**src/rtl/sar_adc_ctrl_if.sv**
```systemverilog
// Pin bundle between the SAR controller and its start pad, comparator/DAC macro and result pads.
interface sar_adc_ctrl_if #(parameter int SIZE = 8);
   logic            start;
   logic            cmp;
   logic            sample;
   logic [SIZE-1:0] dac_code;
   logic [SIZE-1:0] data;
   logic            done;
   logic            busy;

   modport master (output start, cmp, input sample, dac_code, data, done, busy);
   modport slave  (input start, cmp, output sample, dac_code, data, done, busy);
endinterface

```
**src/rtl/sar_adc_ctrl.sv**
```systemverilog
// SAR ADC controller: sample/hold then MSB-first binary search on the capacitive DAC.
// Define SAR_CONT_EN for back-to-back conversions while start is held; default is one-shot.
module sar_adc_ctrl #(
   parameter int SIZE          = 8,
   parameter int SAMPLE_CYCLES = 2
) (
   input  logic             clk,
   input  logic             rstn,
   sar_adc_ctrl_if.slave    bus
);

   localparam int BW  = (SIZE > 1) ? $clog2(SIZE) : 1;
   localparam int SCW = (SAMPLE_CYCLES > 1) ? $clog2(SAMPLE_CYCLES) : 1;

   typedef enum logic [1:0] {IDLE, SAMPLE, CONV, DONE} state_t;

   state_t          state, state_n;
   logic            sample_q, sample_n;
   logic [SIZE-1:0] dac_q, dac_n;
   logic [SIZE-1:0] data_q, data_n;
   logic            done_q, done_n;
   logic            busy_q, busy_n;
   logic [BW-1:0]   bit_idx, bit_n;
   logic [SCW-1:0]  scnt, scnt_n;

   logic [SIZE-1:0] trial;
   logic [SIZE-1:0] code;
   logic            go;

   assign bus.sample   = sample_q;
   assign bus.dac_code = dac_q;
   assign bus.data     = data_q;
   assign bus.done     = done_q;
   assign bus.busy     = busy_q;

   always_ff @(posedge clk or negedge rstn) begin
      if (!rstn) begin
         state    <= IDLE;
         sample_q <= 1'b0;
         dac_q    <= '0;
         data_q   <= '0;
         done_q   <= 1'b0;
         busy_q   <= 1'b0;
         bit_idx  <= '0;
         scnt     <= '0;
      end else begin
         state    <= state_n;
         sample_q <= sample_n;
         dac_q    <= dac_n;
         data_q   <= data_n;
         done_q   <= done_n;
         busy_q   <= busy_n;
         bit_idx  <= bit_n;
         scnt     <= scnt_n;
      end
   end

   always_comb begin
      state_n  = state;
      sample_n = sample_q;
      dac_n    = dac_q;
      data_n   = data_q;
      done_n   = done_q;
      busy_n   = busy_q;
      bit_n    = bit_idx;
      scnt_n   = scnt;
      go       = 1'b0;
      trial    = {{(SIZE-1){1'b0}}, 1'b1} << bit_idx;
      // current trial bit is kept when the comparator says vin >= dac_code
      code     = bus.cmp ? dac_q : (dac_q & ~trial);

      case (state)
         IDLE: go = bus.start;
         SAMPLE, CONV: begin
            if (!bus.start) begin
               state_n  = IDLE;
               sample_n = 1'b0;
               dac_n    = '0;
               busy_n   = 1'b0;
               done_n   = 1'b0;
            end else if (state == SAMPLE) begin
               if (scnt == SCW'(SAMPLE_CYCLES - 1)) begin
                  state_n  = CONV;
                  sample_n = 1'b0;
                  dac_n    = {1'b1, {(SIZE-1){1'b0}}};
               end else begin
                  scnt_n = scnt + SCW'(1);
               end
            end else if (bit_idx == '0) begin
               state_n = DONE;
               dac_n   = code;
               data_n  = code;
               done_n  = 1'b1;
               busy_n  = 1'b0;
            end else begin
               dac_n = code | (trial >> 1);
               bit_n = bit_idx - BW'(1);
            end
         end
         DONE: begin
`ifdef SAR_CONT_EN
            done_n = 1'b0;
            go     = bus.start;
            if (!bus.start) begin
               state_n = IDLE;
               dac_n   = '0;
            end
`else
            if (!bus.start) begin
               state_n = IDLE;
               done_n  = 1'b0;
               dac_n   = '0;
            end
`endif
         end
         default: state_n = IDLE;
      endcase

      if (go) begin
         state_n  = SAMPLE;
         sample_n = 1'b1;
         busy_n   = 1'b1;
         done_n   = 1'b0;
         dac_n    = '0;
         bit_n    = BW'(SIZE - 1);
         scnt_n   = '0;
      end
   end

endmodule

```
**src/flat_wrapper.sv**
```systemverilog
// flat-port wrapper written by rule: the top's interface ports become plain ports
module sar_adc_ctrl_flat 
#(
   parameter int SIZE          = 8,
   parameter int SAMPLE_CYCLES = 2
)
  (clk, rstn, bus_start, bus_cmp, bus_sample, bus_dac_code, bus_data, bus_done, bus_busy);
  sar_adc_ctrl_if #(.SIZE(SIZE)) bus_i ();
  input  logic clk;
  input  logic rstn;
  input wire logic [$bits(bus_i.start)-1:0] bus_start;
  input wire logic [$bits(bus_i.cmp)-1:0] bus_cmp;
  output wire logic [$bits(bus_i.sample)-1:0] bus_sample;
  output wire logic [$bits(bus_i.dac_code)-1:0] bus_dac_code;
  output wire logic [$bits(bus_i.data)-1:0] bus_data;
  output wire logic [$bits(bus_i.done)-1:0] bus_done;
  output wire logic [$bits(bus_i.busy)-1:0] bus_busy;
  assign bus_i.start = bus_start;
  assign bus_i.cmp = bus_cmp;
  assign bus_sample = bus_i.sample;
  assign bus_dac_code = bus_i.dac_code;
  assign bus_data = bus_i.data;
  assign bus_done = bus_i.done;
  assign bus_busy = bus_i.busy;
  sar_adc_ctrl #(.SIZE(SIZE), .SAMPLE_CYCLES(SAMPLE_CYCLES)) u_core (.clk(clk), .rstn(rstn), .bus(bus_i));
endmodule
```
**config.mk**
```make
export PLATFORM = sky130hd
export DESIGN_NAME = sar_adc_ctrl_flat
export DESIGN_NICKNAME = d
export VERILOG_FILES = /design/src/rtl/sar_adc_ctrl_if.sv /design/src/rtl/sar_adc_ctrl.sv /design/src/flat_wrapper.sv
export SDC_FILE = /design/constraint.sdc
export NUM_CORES = 1
export LEC_CHECK = 0
export BUFFER_PORTS_ARGS = -buffer_cell sky130_fd_sc_hd__buf_4
export CORE_MARGIN = 3
export CORE_UTILIZATION = 35
export DETAILED_ROUTE_END_ITERATION = 12
export SYNTH_ARGS = -nofsm -noshare
export SYNTH_HDL_FRONTEND = slang
export SYNTH_SLANG_ARGS = --single-unit
```
**constraint.sdc**
```tcl
create_clock -name clk -period 2.6 [get_ports clk]
set_input_delay 0.13 -clock clk [delete_from_list [all_inputs] [get_ports clk]]
set_output_delay 0.13 -clock clk [all_outputs]
set_load 0.01 [all_outputs]
```
==> impl_results.md, run 1 <==
- Count leader, synth: dfrtp_1
- Hold depth: 2
- Critical-path cell list: inv_1 > ha_1 > nor2b_1 > nand3_1 > mux2_1
- FF-to-FF setup slack: 0.37 ns
- Crit start category: flip-flop
- Final wirelength: 2.94 mm
- Critical path required time: 2.75 ns
- Final Critical Period: 2.23 ns
- Mapped Avg Cell Area: 9.48 um^2
- Routed vias/inst: 5.11
- Final nets: 179
- Synth Instances: 144
- RSZ-0062 raised after global routing: false
- Area contributors post-synth: dfrtp_1, ha_1, nand2_1
- Max Root-Sink Buffers: 2
- GRT Overall Usage: 13.5%
- Max-slew violation count: 0
- Synthesized cell area: 0.00137 mm^2
- Hold EP: u_core.bit_idx[1]
- Core ar.: 0.00372 mm^2
- Placer Congestion: 0.792
- Worst Max-Slew Pin Slew: 0.485 ns
- EDFF count, synth: 0
- Fill count: 361
- First-iteration detailed-routing DRC count: 68
- Max stage delay on crit path: 0.46 ns
- Fin Hold WS: 0.205 ns
- Die Width: 68.5 um
- Finished Cell Area: 0.00162 mm^2
- Initial core utilization: 36.7%
- Ports: 23
- Placed instance area: 0.00156 mm^2
- Crit path buffers/inverters: 1
- Hold wc startpoint: bus_start
- Clk Latency, worst-skew pair: 0.26 ns
- Via count: 1088
- Buffers on Ports: 22
- Routed len/inst: 13.8 um
- Crit Path Max Fanout: 11
- Asr flop ratio synth: 100%
- Yosys warns: 0
- Chip height: 68.5 um
- Die ar.: 0.00469 mm^2
- Net Sw Frac: 40.9%
- Worst setup path class: reg -> reg
- Synth Flop Type: dfrtp_1
- Status: completed
- Slew margin rel.: 67.6%
- Tightest Hold Check Type: in -> reg
- Initial antenna violation count: 0
- Count of final setup violators: 0
- CTS tree: built
- Layout area overhead: 18.3%
- CTS clk-pin slew, worst paths: 0.09 ns
- Element type at the critical path end: flip-flop
- Num rows: 22
- Worst vdd ir: 0.474 mV
- Int Power: 0.827 mW
- Reg-to-reg endpoint: u_core.bus.data[5]
- Num CTS Buffers: 3
- Post-CTS Setup Bufs: 0
- ANT nets after route: 0
- Top-area cell type share of the netlist area: 45.8%
- Synth unique cells: 32
- Grt ovf: 0
- CP delay by family, top: simple AND/OR/NAND/NOR gates
- Pleak: 0.755 nW
- Diodes inserted: 0
- H-tree level count: 1
- Worst r2r src: u_core.bit_idx[0]
- Worst slack at placement: 0.443 ns
- Post-route setup slack: 0.367 ns
- Arr. time, crit path: 2.38 ns
- Final Util: 43.5%
- Max-Cap Viols: 0
- Root Buffer: clkbuf_8
- Clk network pwr share: 16.7%
- Net Count, Synth: 157
- Pwr dens: 866 mW/mm^2
- Post-DP HPWL: 2.11 mm
- Hold Violations, Final: 0
- Register area share after synthesis: 45.8%
- Global-route wire length before repair: 4.92 mm
- Seq pwr share: 37.2%
- Layout cells sized above 1: 17.0%
- Psw: 0.572 mW
- # clock sinks: 25
- Largest area contributor in the netlist: dfrtp_1
- Final Cycle Share: 85.9%
- Gate power share: 46.2%
- Post-route clock skew: 0.00139 ns
- Residual DRC count: 0
- Synthesized flop and latch total: 25
- Max frequency: 0.448 GHz
- Vias in the first global route: 1039
- Most instantiated cells after synthesis: dfrtp_1, nand2_1, a21oi_1
- Pin count of the biggest net entering global routing: 26
- Worst R2R Path Depth: 5
- First-pass DRT Iterations: 4
- Slowest stage cell on the critical path: mux2_1
- Setup TNS Final: 0 ns
-- worst max-delay path by stage --
stage | cells past startpoint | to | start | slack (ns)
2_1_floorplan | 7 | u_core.bus.dac_code[4] | u_core.state[0] | 0.77
3_5_place_dp | 5 | u_core.bus.data[5] | u_core.bit_idx[0] | 0.44
3_3_place_gp | 5 | u_core.bus.data[5] | u_core.bit_idx[0] | 0.55
6_report | 5 | u_core.bus.data[5] | u_core.bit_idx[0] | 0.37
4_1_cts | 5 | u_core.bus.data[5] | u_core.bit_idx[0] | 0.38
5_1_grt | 5 | u_core.bus.data[6] | u_core.bit_idx[0] | 0.18
-- timing repair --
action	in CTS	in global routing
hold buffers	1	0
gates resized for setup	0	0
hold endpoints to repair	25	0
-- cell families after synthesis --
logic type | after synthesis | synth area share (%)
AO/OA/AOI/OAI | 46 | 20.2
AND/OR/NAND/NOR | 43 | 15.9
flip-flops | 25 | 45.8
buffers and inverters | 15 | 4.95
adder cells (fa/ha/maj) | 9 | 8.25
multiplexers | 6 | 4.95
-- through the flow --
stage	cells	total power, mW
floorplan	144	0.990
global placement	208	1.16
detailed placement	208	1.17
CTS	213	1.41
global route	213	1.52
finish	213	1.40
-- placed cells by master, fill, tap and decap left out --
master | netlist | final
dfrtp_1 | 25 | 25
buf_4 | 0 | 23
nand2_1 | 19 | 19
a21oi_1 | 11 | 11
o21ai_1 | 10 | 10
o21ai_0 | 9 | 9
ha_1 | 9 | 9
inv_1 | 8 | 8
nor2_1 | 5 | 5
a21boi_0 | 5 | 5
mux2_1 | 5 | 5
nor2b_1 | 4 | 4
o22a_1 | 3 | 3
nand3_1 | 3 | 3
o31ai_1 | 3 | 3
nor3_1 | 3 | 3
clkbuf_8 | 0 | 3
nand2b_1 | 2 | 2
or3b_1 | 1 | 1
or3_4 | 1 | 1
and2_1 | 1 | 1
nand4b_1 | 1 | 1
o22ai_1 | 1 | 1
or2b_1 | 1 | 1
or2_1 | 1 | 1
o2bb2ai_1 | 1 | 1
a31oi_1 | 1 | 1
a41oi_1 | 1 | 1
mux2_2 | 1 | 1
or4b_1 | 1 | 1
a32oi_1 | 1 | 1
clkbuf_1 | 3 | 1
dlygate4sd3_1 | 0 | 1
-- area by class of cell --
| type | instances | area, um^2 | share of cell area, % |
|---|---|---|---|
| Clock buffer | 4 | 45.0 | 2.79 |
| Inverter | 8 | 30.0 | 1.86 |
| Multi-Input combinational cell | 104 | 672 | 41.6 |
| Sequential cell | 25 | 626 | 38.7 |
| Tap cell | 48 | 60.1 | 3.72 |
| Timing Repair Buffer | 24 | 183 | 11.3 |
-- power groups by stage --
| stage | Sequential (mW) | Combinational (mW) | Clock, mW |
|---|---|---|---|
| finish | 0.520 | 0.646 | 0.233 |
| global route | 0.532 | 0.731 | 0.258 |
| CTS | 0.520 | 0.649 | 0.242 |
| detailed placement | 0.526 | 0.645 | 0 |
| global placement | 0.523 | 0.639 | 0 |
| floorplan | 0.531 | 0.459 | 0 |
-- sequential cells by signal, summed over array words and instances (netlist names) --
register	cells
u_core.bit_idx	3
u_core.bus.busy	1
u_core.bus.dac_code	8
u_core.bus.data	8
u_core.bus.done	1
u_core.bus.sample	1
u_core.scnt	1
u_core.state	2
-- layer usage --
metal,global-route usage (%),vias up,wire length (um)
met5,0,-,0
met4,1.49,0,0
met3,1.97,0,93
met2,23.2,18,1420
met1,18.4,528,1420
li1,-,542,-
No activity file was read; power rests on OpenSTA's default activity.
==> inputs of run 2 (changes only) <==
- CORE_UTILIZATION: 35 -> 55
- PLACE_DENSITY: unset -> 0.78
==> impl_results.md, run 2 (same netlist as run 1, synthesis figures left out) <==
- Status: completed
- Most frequent cells in the layout: dfrtp_1, buf_4, nand2_1, a21oi_1, o21ai_1
- Count of final setup violators: 0 (unchanged)
- Worst vdd ir: 0.559 mV (+18%)
- Clk Latency, worst-skew pair: 0.33 ns (+0.07 ns)
- Ports: 23 (unchanged)
- Finished Cell Area: 0.00157 mm^2 (-2.6%)
- Fin Hold WS: 0.134 ns (-0.0713 ns)
- Crit start category: flip-flop
- # clock sinks: 25 (unchanged)
- Residual DRC count: 0 (unchanged)
- Diodes inserted: 0 (unchanged)
- Worst Max-Slew Pin Slew: 0.487 ns (+0.00198 ns)
- CTS tree: built
- Pwr dens: 849 mW/mm^2 (-1.9%)
- RSZ-0062 raised after global routing: false
- GRT Overall Usage: 19.1% (+5.6 points)
- Placer Congestion: 0.844 (+6.5%)
- Final nets: 179 (unchanged)
- FF-to-FF setup slack: 0.46 ns (+0.09 ns)
- Buffers on Ports: 22 (unchanged)
- Psw: 0.561 mW (-2.0%)
- Max frequency: 0.468 GHz (+4.4%)
- Post-DP HPWL: 2.01 mm (-5.0%)
- Via count: 1077 (-1.0%)
- H-tree level count: 1 (unchanged)
- ANT nets after route: 0 (unchanged)
- Seq pwr share: 38.9% (+1.7 points)
- Initial core utilization: 60.0% (+23 points)
- Vias in the first global route: 1049 (+0.96%)
- Post-route clock skew: 0.0219 ns (+0.0205 ns)
- Max-slew violation count: 0 (unchanged)
- Int Power: 0.775 mW (-6.3%)
- Layout cells sized above 1: 17.6% (+0.61 points)
- Gate power share: 47.8% (+1.6 points)
- Pleak: 0.750 nW (-0.67%)
- Final wirelength: 2.72 mm (-7.5%)
- Worst R2R Path Depth: 5 (unchanged)
- Hold EP: u_core.bit_idx[1]
- Pin count of the biggest net entering global routing: 26 (unchanged)
- Setup TNS Final: 0 ns (unchanged)
- CTS clk-pin slew, worst paths: 0.15 ns (+0.06 ns)
- Die Width: 55.8 um (-18%)
- Clk network pwr share: 13.4% (-3.3 points)
- First-pass DRT Iterations: 4 (unchanged)
- Worst setup path class: reg -> reg
- Post-CTS sizing: 0 (unchanged)
- Arr. time, crit path: 2.37 ns (about the same)
- Core ar.: 0.00228 mm^2 (-39%)
- Commonest non-fill, non-tap cell in the layout: dfrtp_1
- Hold depth: 2 (unchanged)
- Initial antenna violation count: 0 (unchanged)
- Chip height: 55.8 um (-18%)
- Critical path required time: 2.83 ns (+0.08 ns)
- Routed len/inst: 14.1 um (+2.1%)
- Root Buffer: clkbuf_4
- Tightest Hold Check Type: in -> reg
- Hold wc startpoint: bus_start
- Net Sw Frac: 42.0% (+1.1 points)
- Layout area overhead: 15.2%
- Grt ovf: 0 (unchanged)
- Die ar.: 0.00312 mm^2 (-33%)
- Slew margin rel.: 67.4% (-0.13 points)
- First-iteration detailed-routing DRC count: 13 (-81%)
- Num CTS Buffers: 3 (unchanged)
- Crit Path Max Fanout: 11 (unchanged)
- Element type at the critical path end: flip-flop
- Final Critical Period: 2.14 ns (-0.0941 ns)
- Hold Violations, Final: 0 (unchanged)
- Final Cycle Share: 82.3% (-3.6 points)
- Reg-to-reg endpoint: u_core.bus.data[2]
- Placed instance area: 0.00154 mm^2 (-1.6%)
- Max Root-Sink Buffers: 2 (unchanged)
- Routed vias/inst: 5.58 (+9.2%)
- Worst r2r src: u_core.bit_idx[0]
- Num rows: 17 (-23%)
- Max-Cap Viols: 0 (unchanged)
- Global-route wire length before repair: 4.86 mm (-1.3%)
run 2: cell count changes in the layout (fill, tap and decap cells not counted), sizes merged:
cell | previous run | this run
clkinv | 0 | 1
clkbuf | 4 | 3
run 2: cell type report:
type / instances / area [um^2]
clock buffer: 3 / 22.5
clock inverter: 1 / 5.00
fill: 178 / 703
inverter: 8 / 30.0
multi-input combinational: 104 / 672
sequential: 25 / 626
tap: 28 / 35.0
timing repair buffer: 24 / 183
run 2: metrics by stage:
step	worst slack, ns	utilization (%)	power (mW)	std cells
CTS	0.447	69.1	1.34	193
global route	0.238	69.1	1.46	193
finish	0.461	69.1	1.34	193
global placement	0.579	67.5	1.15	188
detailed placement	0.456	67.5	1.16	188
floorplan	0.770	-	0.990	144
run 2: worst max path at each step:
| stage | startpoint | to | depth (start not counted) |
|---|---|---|---|
| finish | u_core.bit_idx[0] | u_core.bus.data[2] | 5 |
| global route | u_core.bit_idx[0] | u_core.bus.data[4] | 5 |
| CTS | u_core.bit_idx[0] | u_core.bus.data[2] | 5 |
| detailed placement | u_core.bit_idx[0] | u_core.bus.data[2] | 5 |
| global placement | u_core.bit_idx[0] | u_core.bus.data[5] | 5 |
| floorplan | u_core.state[0] | u_core.bus.dac_code[4] | 7 |
run 2: power by group through the flow:
| stage | Combinational (mW) | Sequential (mW) | Clock, mW |
|---|---|---|---|
| 6_report | 0.638 | 0.519 | 0.178 |
| 5_1_grt | 0.730 | 0.531 | 0.196 |
| 4_1_cts | 0.641 | 0.518 | 0.180 |
| 3_5_place_dp | 0.637 | 0.527 | 0 |
| 3_3_place_gp | 0.625 | 0.522 | 0 |
| 2_1_floorplan | 0.459 | 0.531 | 0 |
run 2: worst max-delay path, stage by stage, from the launching register on:
cell     delay (ns)
dfrtp_1        0.46
inv_1          0.13
ha_1           0.25
nor2b_1        0.33
nand3_1        0.43
mux2_1         0.46
run 2: layer usage:
| metal | vias to the layer above | wire length [um] | global-route usage [%] |
|---|---|---|---|
| met5 | - | 0 | 0 |
| met4 | 0 | 0 | 6.10 |
| met3 | 0 | 111 | 2.09 |
| met2 | 23 | 1230 | 31.1 |
| met1 | 508 | 1370 | 26.8 |
| li1 | 546 | - | - |
run 2: repair_timing:
item                      CTS  global route
setup buffers               0             0
hold endpoints to repair   25             0
hold buffers                1             0
